[src/rtl/rr_mux_reg.sv]
// Registered CHANNELS:1 selector with round-robin or fixed-priority arbitration
// and valid/ready handshakes on every input and on the output.
module rr_mux_reg #(
  parameter int WIDTH    = 8,
  parameter int CHANNELS = 4,
  localparam int SEL_W   = $clog2(CHANNELS)
) (
  input  logic                      clk,
  input  logic                      rst,
  input  logic                      mode,
  input  logic [CHANNELS*WIDTH-1:0] in_data,
  input  logic [CHANNELS-1:0]       in_valid,
  output logic [CHANNELS-1:0]       in_ready,
  output logic [WIDTH-1:0]          out_data,
  output logic [SEL_W-1:0]          out_sel,
  output logic                      out_valid,
  input  logic                      out_ready
);

  logic signed [WIDTH-1:0] data_p1;
  logic [SEL_W-1:0]        sel_p1;
  logic                    vld_p1;
  logic [SEL_W-1:0]        rr_ptr;
  logic [SEL_W-1:0]        grant;
  logic                    found;
  logic                    load;
  logic                    xfer;

  assign load = !vld_p1 || out_ready;
  assign xfer = found && load;

  // Stage p0: combinational arbitration over the current valid inputs.
  always_comb begin
    int idx;
    logic [SEL_W-1:0] cand;
    found = 1'b0;
    grant = '0;
    idx   = 0;
    cand  = '0;
    if (mode) begin
      // Scan starts one past the last winner so it becomes lowest priority.
      for (int k = 1; k <= CHANNELS; k++) begin
        idx = int'(rr_ptr) + k;
        if (idx >= CHANNELS) idx = idx - CHANNELS;
        cand = SEL_W'(idx);
        if (!found && in_valid[cand]) begin
          found = 1'b1;
          grant = cand;
        end
      end
    end else begin
      for (int i = 0; i < CHANNELS; i++) begin
        if (!found && in_valid[i]) begin
          found = 1'b1;
          grant = SEL_W'(i);
        end
      end
    end
  end

  always_comb begin
    in_ready = '0;
    if (xfer && !rst) in_ready[grant] = 1'b1;
  end

  // Stage p1: output register and round-robin pointer.
  always_ff @(posedge clk or posedge rst) begin
    if (rst) begin
      data_p1 <= '0;
      sel_p1  <= '0;
      vld_p1  <= 1'b0;
      rr_ptr  <= SEL_W'(CHANNELS - 1);
    end else if (xfer) begin
      data_p1 <= in_data[int'(grant)*WIDTH +: WIDTH];
      sel_p1  <= grant;
      vld_p1  <= 1'b1;
      rr_ptr  <= grant;
    end else if (load) begin
      vld_p1  <= 1'b0;
    end
  end

  assign out_data  = data_p1;
  assign out_sel   = sel_p1;
  assign out_valid = vld_p1;

endmodule
[config.mk]
export PLATFORM = sky130hd
export DESIGN_NAME = rr_mux_reg
export DESIGN_NICKNAME = d
export VERILOG_FILES = /design/src/rtl/rr_mux_reg.sv
export SDC_FILE = /design/constraint.sdc
export NUM_CORES = 1
export LEC_CHECK = 0
export ABC_CLOCK_PERIOD_IN_PS = 1600
export CAP_MARGIN = 10
export CORE_MARGIN = 2
export CORE_UTILIZATION = 32
export DETAILED_ROUTE_END_ITERATION = 16
export GPL_ROUTABILITY_DRIVEN = 0
export HOLD_SLACK_MARGIN = 0.05
export PLACE_DENSITY = 0.86
export SETUP_SLACK_MARGIN = 0.5
export SYNTH_ARGS = -nofsm -noshare
export SYNTH_HDL_FRONTEND = slang
export SYNTH_SLANG_ARGS = --single-unit
[constraint.sdc]
create_clock -name clk -period 1.6 [get_ports clk]
set_input_delay 0.32 -clock clk [delete_from_list [all_inputs] [get_ports clk]]
set_output_delay 0.32 -clock clk [all_outputs]
set_load 0.01 [all_outputs]
Word-level counts from Yosys, hierarchy flattened. Cells that the tools add are included.

Register bits after elaboration: 13. Input bits: 40. Output and inout bits: 15. Logic and storage cells: 86.

$add $sub $neg: 8. Order comparisons: 10. Shift operators: 1. Mux-type cells: 44. Reduce and logical (&&, ||, !) cells: 19.

Operators by type and width (number): 32-bit by 6-bit variable part select with 8-bit output (1); 2-bit 2-to-1 mux (15); 1-bit 2-to-1 mux (23); 2-bit by 3-bit < comparator with 1-bit output (second input constant) (5); 3-bit >= comparator (second input constant) (3); 1-bit logical AND (9); 1-bit binary-select mux with 2-bit select (4); 1-bit zero test (8); 2-bit by 1-bit subtractor with 2-bit output (second input constant) (4); 2-bit by 2-bit adder with 3-bit output (second input constant) (2); 2-bit by 3-bit adder with 4-bit output (second input constant) (1); 4-bit by 3-bit >= comparator with 1-bit output (second input constant) (1); 4-bit 2-to-1 mux (1); 2-bit by 1-bit adder with 3-bit output (second input constant) (1); 1-bit demux with 2-bit select (1); 2-bit by 1-bit >= comparator with 1-bit output (second input constant) (1); 2-bit nonzero test (1); 1-bit logical OR (1).

Depth between registers and ports, before layout.
Word-level depth: 25. Gate-level depth with buffers: 6. Mapped depth without buffers: 5.

Worst setup path before layout. No wires, ideal clock.

Path type: reg-to-output. Start: register rr_ptr[1]. End: output port in_ready[2]. Arrival time: 1546 ps. Required time: 1280 ps. Setup slack: -266 ps. Stages on the path, launching flop included: 6. Buffers on the path: 1. Path through: dfstp_2 nand2_1 o32ai_2 o22ai_2 buf_6 nor4_1.

Cells in the longest elaborated chain, start to end: 25. Elaborated cells between the ends (all ways): 55. Classes of those cells: 8 x add/sub; 6 x order compare; 32 x mux; 9 x reduce/logical.

Ends and longest elaborated chain: start, declared (line 23) `logic [SEL_W-1:0] rr_ptr;`; start signal, assigned (line 72) `rr_ptr <= SEL_W'(CHANNELS - 1);`; start signal, assigned (line 77) `rr_ptr <= grant;`; 2-bit by 1-bit adder with 3-bit output (line 43) `idx = int'(rr_ptr) + k;`; 3-bit >= comparator / 2-bit by 1-bit subtractor with 2-bit output (equally long branches) (line 44) `if (idx >= CHANNELS) idx = idx - CHANNELS;`; 2-bit 2-to-1 mux (line 44); 2-bit 2-to-1 mux (line 40) `if (mode) begin`; 1-bit binary-select mux with 2-bit select (line 46) `if (!found && in_valid[cand]) begin`; 1-bit 2-to-1 mux (not written as such) (line 46); 1-bit 2-to-1 mux (line 46); 1-bit 2-to-1 mux (line 40); (+9 left out); 1-bit logical AND (line 46); 2-bit 2-to-1 mux (line 46); 2-bit 2-to-1 mux (line 40); 2-bit by 3-bit < comparator with 1-bit output (not written as such) / 2-bit by 1-bit >= comparator with 1-bit output (equally long branches) (line 63) `if (xfer && !rst) in_ready[grant] = 1'b1;`; 1-bit logical AND (not written as such) (line 63); 1-bit 2-to-1 mux (not written as such) (line 63); 1-bit demux with 2-bit select (line 63); 4-bit 2-to-1 mux * (line 63); end, declared (line 13) `output logic [CHANNELS-1:0] in_ready,`.

Every way passes the cells marked *; elsewhere a longest branch is shown, timed or not. The select of a mux whose other input is x is not followed.

Final worst setup path. Ends and elaborated chain as after synthesis.

==> impl_metrics.json <==
{
  "slew_violations": 0,
  "cpMostUsedCell": "buf_6",
  "post-synth-top-area-cell": "dfrtp_1",
  "avgRoutedWirePerCell_um": 13.7,
  "grt_pass1_wl_um": 4440,
  "clock_sinks": 13,
  "fin_nets": 203,
  "grt.busiest_layer": "met2",
  "power.density_nw_per_um2": 734,
  "synth_area_leaders": "dfrtp_1 (32%), mux2i_1 (20%), o221ai_1 (7.2%), dfstp_2 (6.2%), nand2_1 (5.7%)",
  "crit_path_end_kind": "primary output",
  "critPathBufInv": 3,
  "viasPerCell": 5.06,
  "synth_nets": 123,
  "worst_pin_slew_ps": 480,
  "ys_types": 26,
  "register_area_sq_um": 328,
  "path_cells": "mux2i_1 > o22ai_2 > o2bb2ai_4 > buf_6 > buf_6 > nor4_4 > buf_2",
  "period_needed_ps": 2160,
  "cap_viol_max_count": 0,
  "skew_ps": 3.06,
  "cp.required_ps": 1280,
  "dp_hpwl_um": 1960,
  "crit_fanout": 5,
  "area_growth_pct": 99.9,
  "die-area_sq_um": 3090,
  "coreArea_sq_um": 2500,
  "timing.final.crit_share": 1.35,
  "setup_violations": 14,
  "ys.warnings.count": 0,
  "first_iter_violations": 5,
  "clk_pin_slew_ps": 80,
  "synth.area.mux_share": 0.200,
  "whs_ps": 490,
  "crit_path_start_kind": "register",
  "vias": 972,
  "grt_pass1_vias": 1052,
  "synth_compound_area_frac": 0.217,
  "holdBufCountCts": 0,
  "ys_seq_elements": 13,
  "cp_top_family": "flip-flops",
  "violations": "setup timing",
  "io_pins": 55,
  "grt_use_met1": 0.201,
  "n_antenna_cell": 0,
  "final_common_cell": "clkdlybuf4s50_1",
  "cts_max_level": 1,
  "seq_area_frac_synth": 0.385,
  "grtUsageMet2": 0.328,
  "root_buffer": "clkbuf_4",
  "max_stage_delay_ps": 580,
  "synth.avg_cell_area_sq_um": 10.3,
  "fin_ws_ps": -563,
  "synth_top_family_by_area": "compound AO/OA/AOI/OAI gates",
  "max_freq_mhz": 462,
  "drcViolationCount": 0,
  "start_util": 0.341,
  "relSlewSlack": 0.679,
  "drt-pass1-iter-count": 4,
  "rrSetupSlack_ps": -460,
  "die_w_um": 55.6,
  "cts_buffer_depth": 2,
  "antenna_found_initial": 0,
  "utilization": 0.681,
  "synth_fa_ha_area_frac": 0,
  "critPathSlowestCell": "dfstp_2",
  "rsz0062_at_grt": "true",
  "ir_drop_v": 0.000405,
  "clock_latency_ps": 270,
  "hp-class": "register to register",
  "hold_viol": 0,
  "p_leak_nw": 0.799,
  "crit_arrival_ps": 1840,
  "post-synth-top-area-fraction": 0.323,
  "ant_nets": 0,
  "multi_input_area_sq_um": 584,
  "gr-total-overflow": 0,
  "num-fill-cells": 212,
  "io_buffers": 54,
  "cts_tree": "yes",
  "cts_buffers": 3,
  "die_h_um": 55.6,
  "drt_wl_total_um": 2620,
  "final_cell_mix": "clkdlybuf4s50_1 (35), mux2i_1 (17), buf_4 (17)",
  "grt_max_degree": 15,
  "syn-instance-count": 83,
  "drive_gt1_frac": 0.414,
  "num_rows": 18,
  "status": "complete, but fails checks",
  "met3_usage": 0.0372,
  "post_synth_instance_area_sq_um": 852,
  "crit_type": "register to primary output",
  "yosys.area_share.simple": 0.123,
  "synth_xor_area_frac": 0,
  "grt_usage": 0.177
}
[Yosys cell counts (all sizes together)]
cell type  count
a211oi         1
a21boi         1
a21o           1
a21oi          1
and3           1
buf            4
dfrtp         11
dfstp          2
inv            5
mux2i         17
nand2         14
nand2b         1
nand3b         1
nor2           3
nor4           2
o21a           2
o21ai          3
o221ai         8
o22ai          2
o2bb2ai        1
o32ai          1
or2            1
[path summary, 6_finish.rpt]
| check | endpoint | startpoint | cells after the start |
|---|---|---|---|
| min | out_sel[1]$_DFFE_PP0P_ | out_sel[1]$_DFFE_PP0P_ | 2 |
| max | in_ready[2] | rr_ptr[1]$_DFFE_PP1P_ | 7 |
| min in group asynchronous | out_data[5]$_DFFE_PP0P_ | rst | 2 |
| min reg2reg | out_sel[1]$_DFFE_PP0P_ | out_sel[1]$_DFFE_PP0P_ | 2 |
| max reg2reg | out_data[6]$_DFFE_PP0P_ | rr_ptr[1]$_DFFE_PP1P_ | 9 |
| max in group asynchronous | rr_ptr[0]$_DFFE_PP1P_ | rst | 2 |
[metrics by stage]
stage / total power [mW] / instances / TNS [ps] / area (sq um) / setup slack (ps)
global route: 1.32 / 192 / -7690 / 1700 / -678
detailed placement: 1.01 / 180 / -10430 / 1590 / -916
floorplan: 0.709 / 83 / -174 / 913 / -108
CTS: 1.21 / 190 / -4240 / 1640 / -556
finish: 1.25 / 192 / -6340 / 1700 / -563
global placement: 0.997 / 180 / -8690 / 1590 / -824
[cell type report]
type	count	share of cell area
Timing Repair Buffer	79	0.416
Multi-Input combinational cell	61	0.343
Sequential cell	13	0.193
Tap cell	30	0.0220
Clock buffer	4	0.0154
Inverter	5	0.0110
[registers in the layout (all words and copies together), names as in the netlist]
register / cells
rr_ptr: 2
out_valid: 1
out_sel: 2
out_data: 8
[worst min-delay path, stage by stage (launching register included)]
cell and delay [ps]:
dfrtp_1 350, nand2_1 60, o21ai_2 50
[report_power, final]
group / switching [mW] / internal [mW]
Combinational: 0.263 / 0.354
Clock: 0.104 / 0.0965
Sequential: 0.0379 / 0.394
[cells by family (layout without fill, tap and decap cells)]
group                  Yosys count  count (layout)
buffers and inverters            9              88
flip-flops                      13              13
AND/OR/NAND/NOR                 23              23
multiplexers                    17              17
AO/OA/AOI/OAI                   21              21
[layer usage]
metal  wire length (um)  vias up
met5                  0        -
met4                 46        0
met3                171        6
met2               1350       45
met1               1060      452
li1                   -      469
[what timing repair did]
action	CTS	global route
pin swaps	6	5
cloned	0	0
setup buffers	6	2
setup endpoints to repair	28	27
gates resized for setup	79	6
No activity file was read; power rests on OpenSTA's default activity.
==> patch (same settings) <==
Make the reset (`rst`) synchronous in one clocked block.
--- a/src/rtl/rr_mux_reg.sv
+++ b/src/rtl/rr_mux_reg.sv
@@ -64,7 +64,7 @@
   end
 
   // Stage p1: output register and round-robin pointer.
-  always_ff @(posedge clk or posedge rst) begin
+  always_ff @(posedge clk) begin
     if (rst) begin
       data_p1 <= '0;
       sel_p1  <= '0;
Function: differs if rst is asserted again (counterexample within 4 cycles, from zero or initial values and one cycle with rst high); with rst held inactive, the same outputs for 10 cycles.
==> patch against the original RTL <==
  * Clock skew fell by 0.0020 ns
  * Die area is 2.6% higher
  * Design area increased by 12%
  * Total power decreased by 1.7%
  * Worst hold slack lost 0.087 ns
  * The run still ends with setup timing left
  * Worst setup slack better by 0.12 ns
  * Highest routed layer unchanged
  * Synthesized area grew 2.8%
  * Sequential cell count did not move
  * Critical endpoint is now out_data[0]
  * Sequential power is 10% lower
  * Wire length grew 38%
  * Cell count up 8.9%
==> patch: results <==
metrics = {
    "synth": {
        "synthTopCellsByCount": "dfxtp_1, a21oi_1, nand2b_1",
        "synth_cell_types": 30,
        "ys_warn_count": 0,
        "async_reset_ff_share_pct": 0,
        "synth_nets": 129,
        "yosys-mux-area-fraction_pct": 15.4,
        "yosys-top-cells-area": "dfxtp_1, mux4_2, a22o_1, nand2b_1, nor2b_1",
        "synth_compound_area_share_pct": 27.1,
        "syn_inst": 89,
        "synth_seq_area_share_pct": 29.7,
    },
    "timing": {
        "setup_tns_ns": -5.19,
        "whs_ns": 0.404,
        "skew_ns": 0.00109,
        "setup_violations": 14,
        "fin_ws_ns": -0.446,
        "tightest_slew_ns": 0.357,
    },
    "run_status": {
        "outcome": "finished, violations left",
        "failed_checks": "setup timing",
    },
    "drt": {
        "vias_per_cell": 5.27,
        "drt_wl_total_microns": 3620,
        "dr.first_iter.drc_count": 29,
        "routedWlPerCell_microns": 17.3,
    },
    "critical_path": {
        "cp-end-kind": "flip-flop",
        "r2r-start": "rr_ptr[0]",
        "r2r_end": "out_data[0]",
        "rr_worst_depth": 8,
        "critPathArrivalTime_ns": 2.22,
        "crit_start": "rr_ptr[0]",
    },
    "pwr": {
        "p_leak_nw": 0.798,
        "seq_power_share_pct": 31.7,
        "intPower_uw": 845,
        "total_power_mw": 1.23,
        "ir_drop_mv": 0.547,
        "p_comb_share_pct": 51.7,
    },
    "placement": {
        "port_buffers": 54,
        "place_area_sq_um": 1610,
        "dp.cells": 189,
        "hpwl_microns": 2240,
        "dp_slack_ns": -1.02,
    },
    "hold_path": {
        "hold_path.class": "in -> reg",
        "whs_endpoint": "out_valid",
        "min-delay-start": "in_valid[2]",
        "hold-path-cell-count": 4,
    },
    "clock_network": {
        "post_cts_buffers": 11,
        "cts-htree-levels": 1,
        "clk_latency_ns": 0.27,
        "cts_resized": 113,
    },
    "layout": {
        "drive_above_1_share_pct": 56.4,
    },
    "grt": {
        "grtUsageTotal_pct": 20.4,
        "grt_pass1_wl_microns": 5060,
        "grt_pass1_vias": 1106,
    },
}
patch: cell types whose count changed after synthesis, sizes merged, moves of 6 or more:
cell	unedited run	this run
mux4	0	6
nor2b	0	7
a22o	0	6
dfrtp	11	0
o221ai	8	0
mux2i	17	0
dfxtp	0	13
nand2b	1	7
a21oi	1	7
nand2	14	3
patch: area by class of cell:
cell class	count	area [sq um]
Fill cell	164	644
Sequential cell	13	279
Tap cell	30	37.5
Timing Repair Buffer	90	796
Multi-Input combinational cell	70	754
Clock buffer	4	26.3
Inverter	2	7.51
patch: critical path: stages (launching register included):
cell and delay, ns:
dfxtp_4 0.37, nand2b_4 0.12, a21oi_2 0.07, o32ai_4 0.28, buf_6 0.16, buf_6 0.10, buf_6 0.12, mux4_2 0.49
a22o_1 0.23
patch: per-layer routing:
layer  track usage, %  routed length [microns]
met5                0                        0
met4             1.02                       12
met3             6.22                      142
met2             40.8                     2020
met1             21.6                     1450
